## config.mk

```make
export PLATFORM = sky130hd
export DESIGN_NAME = led_pattern_gen
export DESIGN_NICKNAME = d
export VERILOG_FILES = /design/src/rtl/led_pkg.sv /design/src/rtl/tick_div.sv /design/src/rtl/led_pattern_gen.sv
export SDC_FILE = /design/constraint.sdc
export NUM_CORES = 1
export LEC_CHECK = 0
export CAP_MARGIN = 20
export CORE_MARGIN = 2
export CORE_UTILIZATION = 50
export CTS_BUF_LIST = sky130_fd_sc_hd__clkbuf_8
export DETAILED_ROUTE_END_ITERATION = 7
export HOLD_SLACK_MARGIN = 0.06
export PLACE_DENSITY = 0.65
export SLEW_MARGIN = 20
export SYNTH_ARGS = -nofsm -noshare
export SYNTH_HDL_FRONTEND = slang
export SYNTH_SLANG_ARGS = --single-unit
```

## constraint.sdc

```tcl
create_clock -name clk_i -period 3.05 [get_ports clk_i]
set_input_delay 0.305 -clock clk_i [delete_from_list [all_inputs] [get_ports clk_i]]
set_output_delay 0.305 -clock clk_i [all_outputs]
set_load 0.01 [all_outputs]
```

## src/rtl/led_pkg.sv

```systemverilog
// Shared definitions for the LED pattern engine: mode encodings, direction
// encodings and the per-mode start state.
package led_pkg;

    typedef enum logic [1:0] {
        MODE_BOUNCE = 2'd0,
        MODE_ROT_L  = 2'd1,
        MODE_ROT_R  = 2'd2,
        MODE_BAR    = 2'd3
    } mode_e;

    localparam logic DIR_UP = 1'b0;  // toward MSB
    localparam logic DIR_DN = 1'b1;  // toward bit 0

    // Bit position of the single lit LED in a mode's start pattern.
    function automatic int unsigned start_bit(input mode_e m, input int unsigned n_leds);
        return (m == MODE_ROT_R) ? (n_leds - 1) : 0;
    endfunction

    // Direction flag that accompanies a mode's start pattern.
    function automatic logic start_dir(input mode_e m);
        return (m == MODE_ROT_R) ? DIR_DN : DIR_UP;
    endfunction

endpackage

```

## src/rtl/tick_div.sv

```systemverilog
// Step-rate prescaler: counts 0..L-1 with L = max(1, CLK_DIV >> speed_i),
// strobing on the last count. Restarts cleanly when a speed change leaves
// the count out of range, holds while paused, and can be cleared externally.
module tick_div #(
    parameter int unsigned CLK_DIV = 25_000_000,
    parameter int unsigned SPD_W   = 2
) (
    input  logic             clk_i,
    input  logic             rst_i,
    input  logic [SPD_W-1:0] speed_i,
    input  logic             pause_i,
    input  logic             clear_i,
    output logic             strobe_c_o
);

    localparam int unsigned CNT_W = $clog2(CLK_DIV) + 1;

    logic [CNT_W-1:0] count_q;
    logic [CNT_W-1:0] count_d;
    logic [CNT_W-1:0] limit;
    logic [CNT_W-1:0] last;

    // Current period limit, clamped so the fastest setting still steps every clock.
    always_comb begin
        limit = CNT_W'(CLK_DIV) >> speed_i;
        if (limit == '0) begin
            limit = CNT_W'(1);
        end
        last = limit - CNT_W'(1);
    end

    // Next count and strobe; out-of-range restart never strobes.
    always_comb begin
        count_d    = count_q;
        strobe_c_o = 1'b0;
        if (clear_i) begin
            count_d = '0;
        end else if (pause_i) begin
            count_d = count_q;
        end else if (count_q >= limit) begin
            count_d = '0;
        end else if (count_q == last) begin
            count_d    = '0;
            strobe_c_o = 1'b1;
        end else begin
            count_d = count_q + CNT_W'(1);
        end
    end

    // Count register.
    always_ff @(posedge clk_i or posedge rst_i) begin
        if (rst_i) begin
            count_q <= '0;
        end else begin
            count_q <= count_d;
        end
    end

endmodule

```

## src/rtl/led_pattern_gen.sv

```systemverilog
// LED pattern engine: bounce, rotate-left, rotate-right and bar-graph patterns
// on an N-wide LED bank, stepped by a programmable prescaler with pause and
// single-step for bring-up.
module led_pattern_gen
    import led_pkg::*;
#(
    parameter int unsigned N_LEDS  = 10,
    parameter int unsigned CLK_DIV = 25_000_000,
    parameter int unsigned SPD_W   = 2
) (
    input  logic              clk_i,
    input  logic              rst_i,
    input  logic [1:0]        mode_i,
    input  logic [SPD_W-1:0]  speed_i,
    input  logic              pause_i,
    input  logic              step_i,
    output logic [N_LEDS-1:0] led_o,
    output logic              dir_o,
    output logic              tick_o
);

    localparam logic [N_LEDS-1:0] LED_ONE   = N_LEDS'(1);
    localparam logic [N_LEDS-1:0] LED_THREE = N_LEDS'(3);
    localparam logic [N_LEDS-1:0] LED_ALL   = {N_LEDS{1'b1}};

    mode_e             mode_q, mode_d, mode_in;
    logic [N_LEDS-1:0] led_q, led_d, nxt_led;
    logic              dir_q, dir_d, nxt_dir;
    logic              tick_q, tick_d;
    logic              mode_chg_c;
    logic              strobe_c;
    logic              advance_c;
    logic              onehot_ok_c;
    logic              therm_ok_c;

    // A mode change restarts the divider so the new pattern gets a full first step.
    tick_div #(
        .CLK_DIV (CLK_DIV),
        .SPD_W   (SPD_W)
    ) u_tick_div (
        .clk_i      (clk_i),
        .rst_i      (rst_i),
        .speed_i    (speed_i),
        .pause_i    (pause_i),
        .clear_i    (mode_chg_c),
        .strobe_c_o (strobe_c)
    );

    // Decode control: mode change detect and advance qualification.
    always_comb begin
        mode_in    = mode_e'(mode_i);
        mode_chg_c = (mode_in != mode_q);
        advance_c  = strobe_c | (pause_i & step_i);
    end

    // Pattern that follows the current one in the registered mode; illegal states reload.
    always_comb begin
        onehot_ok_c = (led_q != '0) && ((led_q & (led_q - LED_ONE)) == '0);
        therm_ok_c  = (led_q != '0) && ((led_q & (led_q + LED_ONE)) == '0);
        nxt_led     = LED_ONE << start_bit(mode_q, N_LEDS);
        nxt_dir     = start_dir(mode_q);
        case (mode_q)
            MODE_BOUNCE: begin
                if (onehot_ok_c) begin
                    if (dir_q == DIR_UP) begin
                        if (led_q[N_LEDS-1]) begin
                            nxt_led = led_q >> 1;
                            nxt_dir = DIR_DN;
                        end else begin
                            nxt_led = led_q << 1;
                            nxt_dir = DIR_UP;
                        end
                    end else begin
                        if (led_q[0]) begin
                            nxt_led = led_q << 1;
                            nxt_dir = DIR_UP;
                        end else begin
                            nxt_led = led_q >> 1;
                            nxt_dir = DIR_DN;
                        end
                    end
                end
            end
            MODE_ROT_L: begin
                if (onehot_ok_c) begin
                    nxt_led = {led_q[N_LEDS-2:0], led_q[N_LEDS-1]};
                    nxt_dir = DIR_UP;
                end
            end
            MODE_ROT_R: begin
                if (onehot_ok_c) begin
                    nxt_led = {led_q[0], led_q[N_LEDS-1:1]};
                    nxt_dir = DIR_DN;
                end
            end
            MODE_BAR: begin
                if (therm_ok_c) begin
                    if (dir_q == DIR_UP) begin
                        if (led_q == LED_ALL) begin
                            nxt_led = led_q >> 1;
                            nxt_dir = DIR_DN;
                        end else begin
                            nxt_led = (led_q << 1) | LED_ONE;
                            nxt_dir = DIR_UP;
                        end
                    end else begin
                        if (led_q == LED_ONE) begin
                            nxt_led = LED_THREE;
                            nxt_dir = DIR_UP;
                        end else begin
                            nxt_led = led_q >> 1;
                            nxt_dir = DIR_DN;
                        end
                    end
                end
            end
            default: begin
                nxt_led = LED_ONE;
                nxt_dir = DIR_UP;
            end
        endcase
    end

    // Register update: reload on mode change takes priority over any advance.
    always_comb begin
        mode_d = mode_q;
        led_d  = led_q;
        dir_d  = dir_q;
        tick_d = 1'b0;
        if (mode_chg_c) begin
            mode_d = mode_in;
            led_d  = LED_ONE << start_bit(mode_in, N_LEDS);
            dir_d  = start_dir(mode_in);
        end else if (advance_c) begin
            led_d  = nxt_led;
            dir_d  = nxt_dir;
            tick_d = 1'b1;
        end
    end

    // State and output registers.
    always_ff @(posedge clk_i or posedge rst_i) begin
        if (rst_i) begin
            mode_q <= MODE_BOUNCE;
            led_q  <= LED_ONE;
            dir_q  <= DIR_UP;
            tick_q <= 1'b0;
        end else begin
            mode_q <= mode_d;
            led_q  <= led_d;
            dir_q  <= dir_d;
            tick_q <= tick_d;
        end
    end

    assign led_o  = led_q;
    assign dir_o  = dir_q;
    assign tick_o = tick_q;

endmodule

```

==> flow_summary.toml, run 1 <==
[layout]
antennaDiodeCount = 0
layout_common_cells = "nand2_1, dfrtp_1, a21oi_1, buf_4, nor2_1"
design_area_sq_um = 4040
syn2layout_area_growth_pct = 19.4
nets = 495
layout.cells.most_common = "nand2_1"
drive_above_1_share_pct = 14.8

[timing]
fin_skew_ns = 0.0128
period_minus_slack_ns = 2.90
tightestPinTransition_ns = 0.540
timing.fmax_ghz = 0.345
hold_violations = 0
setup_tns_ns = 0
setup_viol = 0
relSlewSlack_pct = 63.9
finalCritPeriodShare_pct = 95.2
worst_slack_ns = 0.148
maxSlewViolCount = 0
hold_ws_ns = 0.250

[power_and_ir_drop]
leakagePower_nw = 1.67
p_total_mw = 1.35
max-vdd-ir-drop_mv = 0.300
cellPowerDensity_nw_per_um2 = 333

[floorplanning]
die_height_um = 86.3
fp-row-count = 29
initial_core_util_pct = 52.4
core_area_sq_um = 6460
dieArea_sq_um = 7440
io_pins = 20
die_x_um = 86.3

[logic_synthesis]
synth_warnings = 0
ys_seq_area_share_pct = 29.6
synth_ff_type = "dfrtp_1"
synthCells = 432
synth_edf_count = 0
synth_largest_area_cell = "dfrtp_1"
synth_fp_nets = 456
synth.distinct_cells = 64
synth_top_area_share_pct = 28.8
syn_area_sq_um = 3380
ys_ff_latch = 40
synthArstFlopShare_pct = 100
syn-mean-instance-area_sq_um = 7.83
synth.area.top_cells = "dfrtp_1, nand2_1, ha_1"

[critical_path]
cp_max_fo = 5
slowest_delay_ns = 0.53
start_kind = "input pin"
cp_num_buf_inv = 1
cp_top_family = "compound AO/OA/AOI/OAI gates"
required_ns = 3.27
path_class = "in -> reg"
worstPathCellList = "clkdlybuf4s50_1, nand2_1, ha_1, o21a_1, o21ai_0, a21oi_1, o311ai_2, a31oi_4, or2_2, or3_1, mux2i_1"
worstPathArrival_ns = 3.12
crit_path_end_kind = "flip-flop"
cp_slowest_cell = "clkdlybuf4s50_1"

[global_routing]
grt_max_degree = 26
grt_pass1_wl_um = 15900
track_usage_pct = 26.6
first_global_vias = 3173
antenna_found_initial = 0
grt_overflow_total = 0

[cts]
cts_num_sinks = 40
htreeDepth = 2
clk_pin_slew_worst_paths_ns = 0.09
cts_root_buffer = "clkbuf_8"
cts_buffers = 5
ctsLongestPathBuffers = 2
clk_latency_ns = 0.30
cts_tree = "yes"

[worst_hold_path]
worstHoldPathType = "in -> async"

[placement]
dpl_cell_area_sq_um = 3840
portBuffers = 19
place.gp.congestion = 0.957
pre_cts_ws_ns = -0.172
place.detailed.hpwl_um = 6980

[routing]
finalWirelength_um = 9630
antenna_left = 0
wl_per_cell_um = 17.5
drt_iter0_markers = 294
drt-pass1-iter-count = 5
vias = 3398
drc = 0
viasPerCell = 6.19

[run]
drv_cap = 0

[run_status]
status = "finished, final reports clean"
stage by stage:
step                instances  util [%]
global route              549      62.6
detailed placement        537      59.5
floorplan                 432         -
global placement          537      59.5
finish                    549      62.6
CTS                       545      61.1
path summary, 6_finish.rpt:
check / cells past startpoint / startpoint / slack (ns) / end
setup / recovery: 11 / speed_i[0] / 0.15 / u_tick_div.count_q[6]
hold / removal: 2 / rst_i / 0.25 / u_tick_div.count_q[16]
setup reg to reg: 9 / u_tick_div.count_q[5] / 0.30 / u_tick_div.count_q[6]
hold reg to reg: 1 / u_tick_div.count_q[18] / 0.54 / u_tick_div.count_q[18]
max in group asynchronous: 4 / rst_i / 2.06 / led_o[0]
min in group clk_i: 1 / u_tick_div.count_q[18] / 0.54 / u_tick_div.count_q[18]
report_power, final:
group | internal (mW) | switching, mW
Sequential | 0.542 | 0.0200
Clock | 0.240 | 0.197
Combinational | 0.141 | 0.207
Total | 0.922 | 0.424
layer usage:
metal	track usage (%)	share of wire, %	wire length (um)	vias up
met2	43.6	46	4450	110
met4	5.68	0.77	74	0
met5	0	0	0	-
met1	38.1	48	4650	1622
met3	3.05	4.8	458	6
li1	-	-	-	1660
cell usage after synthesis (4+ instances only):
library cell and number:
nand3_1 25, dfrtp_1 39, o22ai_1 4, a22o_1 8
a211oi_1 5, or2_2 5, a21oi_1 38, and3_1 7
nor4_1 4, nor2_1 35, buf_2 12, o21ai_0 20
xor2_1 5, inv_1 24, a21o_1 5, a31oi_1 6
ha_1 16, nand4_1 6, o211ai_1 4, nand2_1 55
mux2i_1 10, xnor2_1 6, o21a_1 5, clkbuf_1 14
nor3_1 12
what timing repair did:
| action | in CTS | in global routing |
|---|---|---|
| setup buffers | 0 | 2 |
| resized for setup | 0 | 5 |
| endpoints found under the setup margin | 0 | 21 |
| hold buffers | 0 | 0 |
state kept, by name (all words and copies together), names as in the netlist:
| name | flops |
|---|---|
| u_tick_div.count_q | 26 |
| dir_o | 1 |
| mode_q | 2 |
| led_o | 10 |
| tick_o | 1 |
area by class of cell:
type	instances	area, sq um
Clock buffer	5	68.8
Fill cell	570	2420
Clock inverter	3	38.8
Inverter	24	90.1
Multi-Input combinational cell	339	2190
Tap cell	77	96.3
Timing Repair Buffer	61	559
Sequential cell	40	1000
worst register-to-register path, stage by stage, from the launching register on:
cell	delay [ns]
dfrtp_1	0.50
ha_1	0.35
and4b_1	0.20
a21oi_1	0.15
a21oi_1	0.10
o311ai_2	0.32
a31oi_4	0.16
or2_2	0.36
or3_1	0.37
mux2i_1	0.15
kinds of logic (layout without fill, tap and decap cells):
family	Yosys count	count (layout)	share of synthesized area [%]
AND/OR/NAND/NOR	170	170	24.4
AO/OA/AOI/OAI	130	130	27.0
buffers and inverters	53	93	6.62
flip-flops	40	40	29.6
adder cells (fa/ha/maj)	16	16	5.91
multiplexers	12	12	3.62
XOR/XNOR	11	11	2.85
Note: power is estimated with default switching activity, not from simulation.
==> inputs of run 2 (changes only) <==
--- a/config.mk
+++ b/config.mk
@@ -12,6 +12,7 @@
 export DETAILED_ROUTE_END_ITERATION = 7
 export HOLD_SLACK_MARGIN = 0.06
 export PLACE_DENSITY = 0.65
+export SKIP_CTS_REPAIR_TIMING = 1
 export SLEW_MARGIN = 20
 export SYNTH_ARGS = -nofsm -noshare
 export SYNTH_HDL_FRONTEND = slang
==> results of run 2 <==
The final DEF is identical to that of run 1; final timing and power are the same.
==> inputs of run 3 (changes only) <==
--- a/config.mk
+++ b/config.mk
@@ -5,6 +5,7 @@
 export SDC_FILE = /design/constraint.sdc
 export NUM_CORES = 1
 export LEC_CHECK = 0
+export ABC_CLOCK_PERIOD_IN_PS = 3050
 export CAP_MARGIN = 20
 export CORE_MARGIN = 2
 export CORE_UTILIZATION = 50
==> results of run 3 <==
The final DEF is identical to that of run 1; final timing and power are the same.
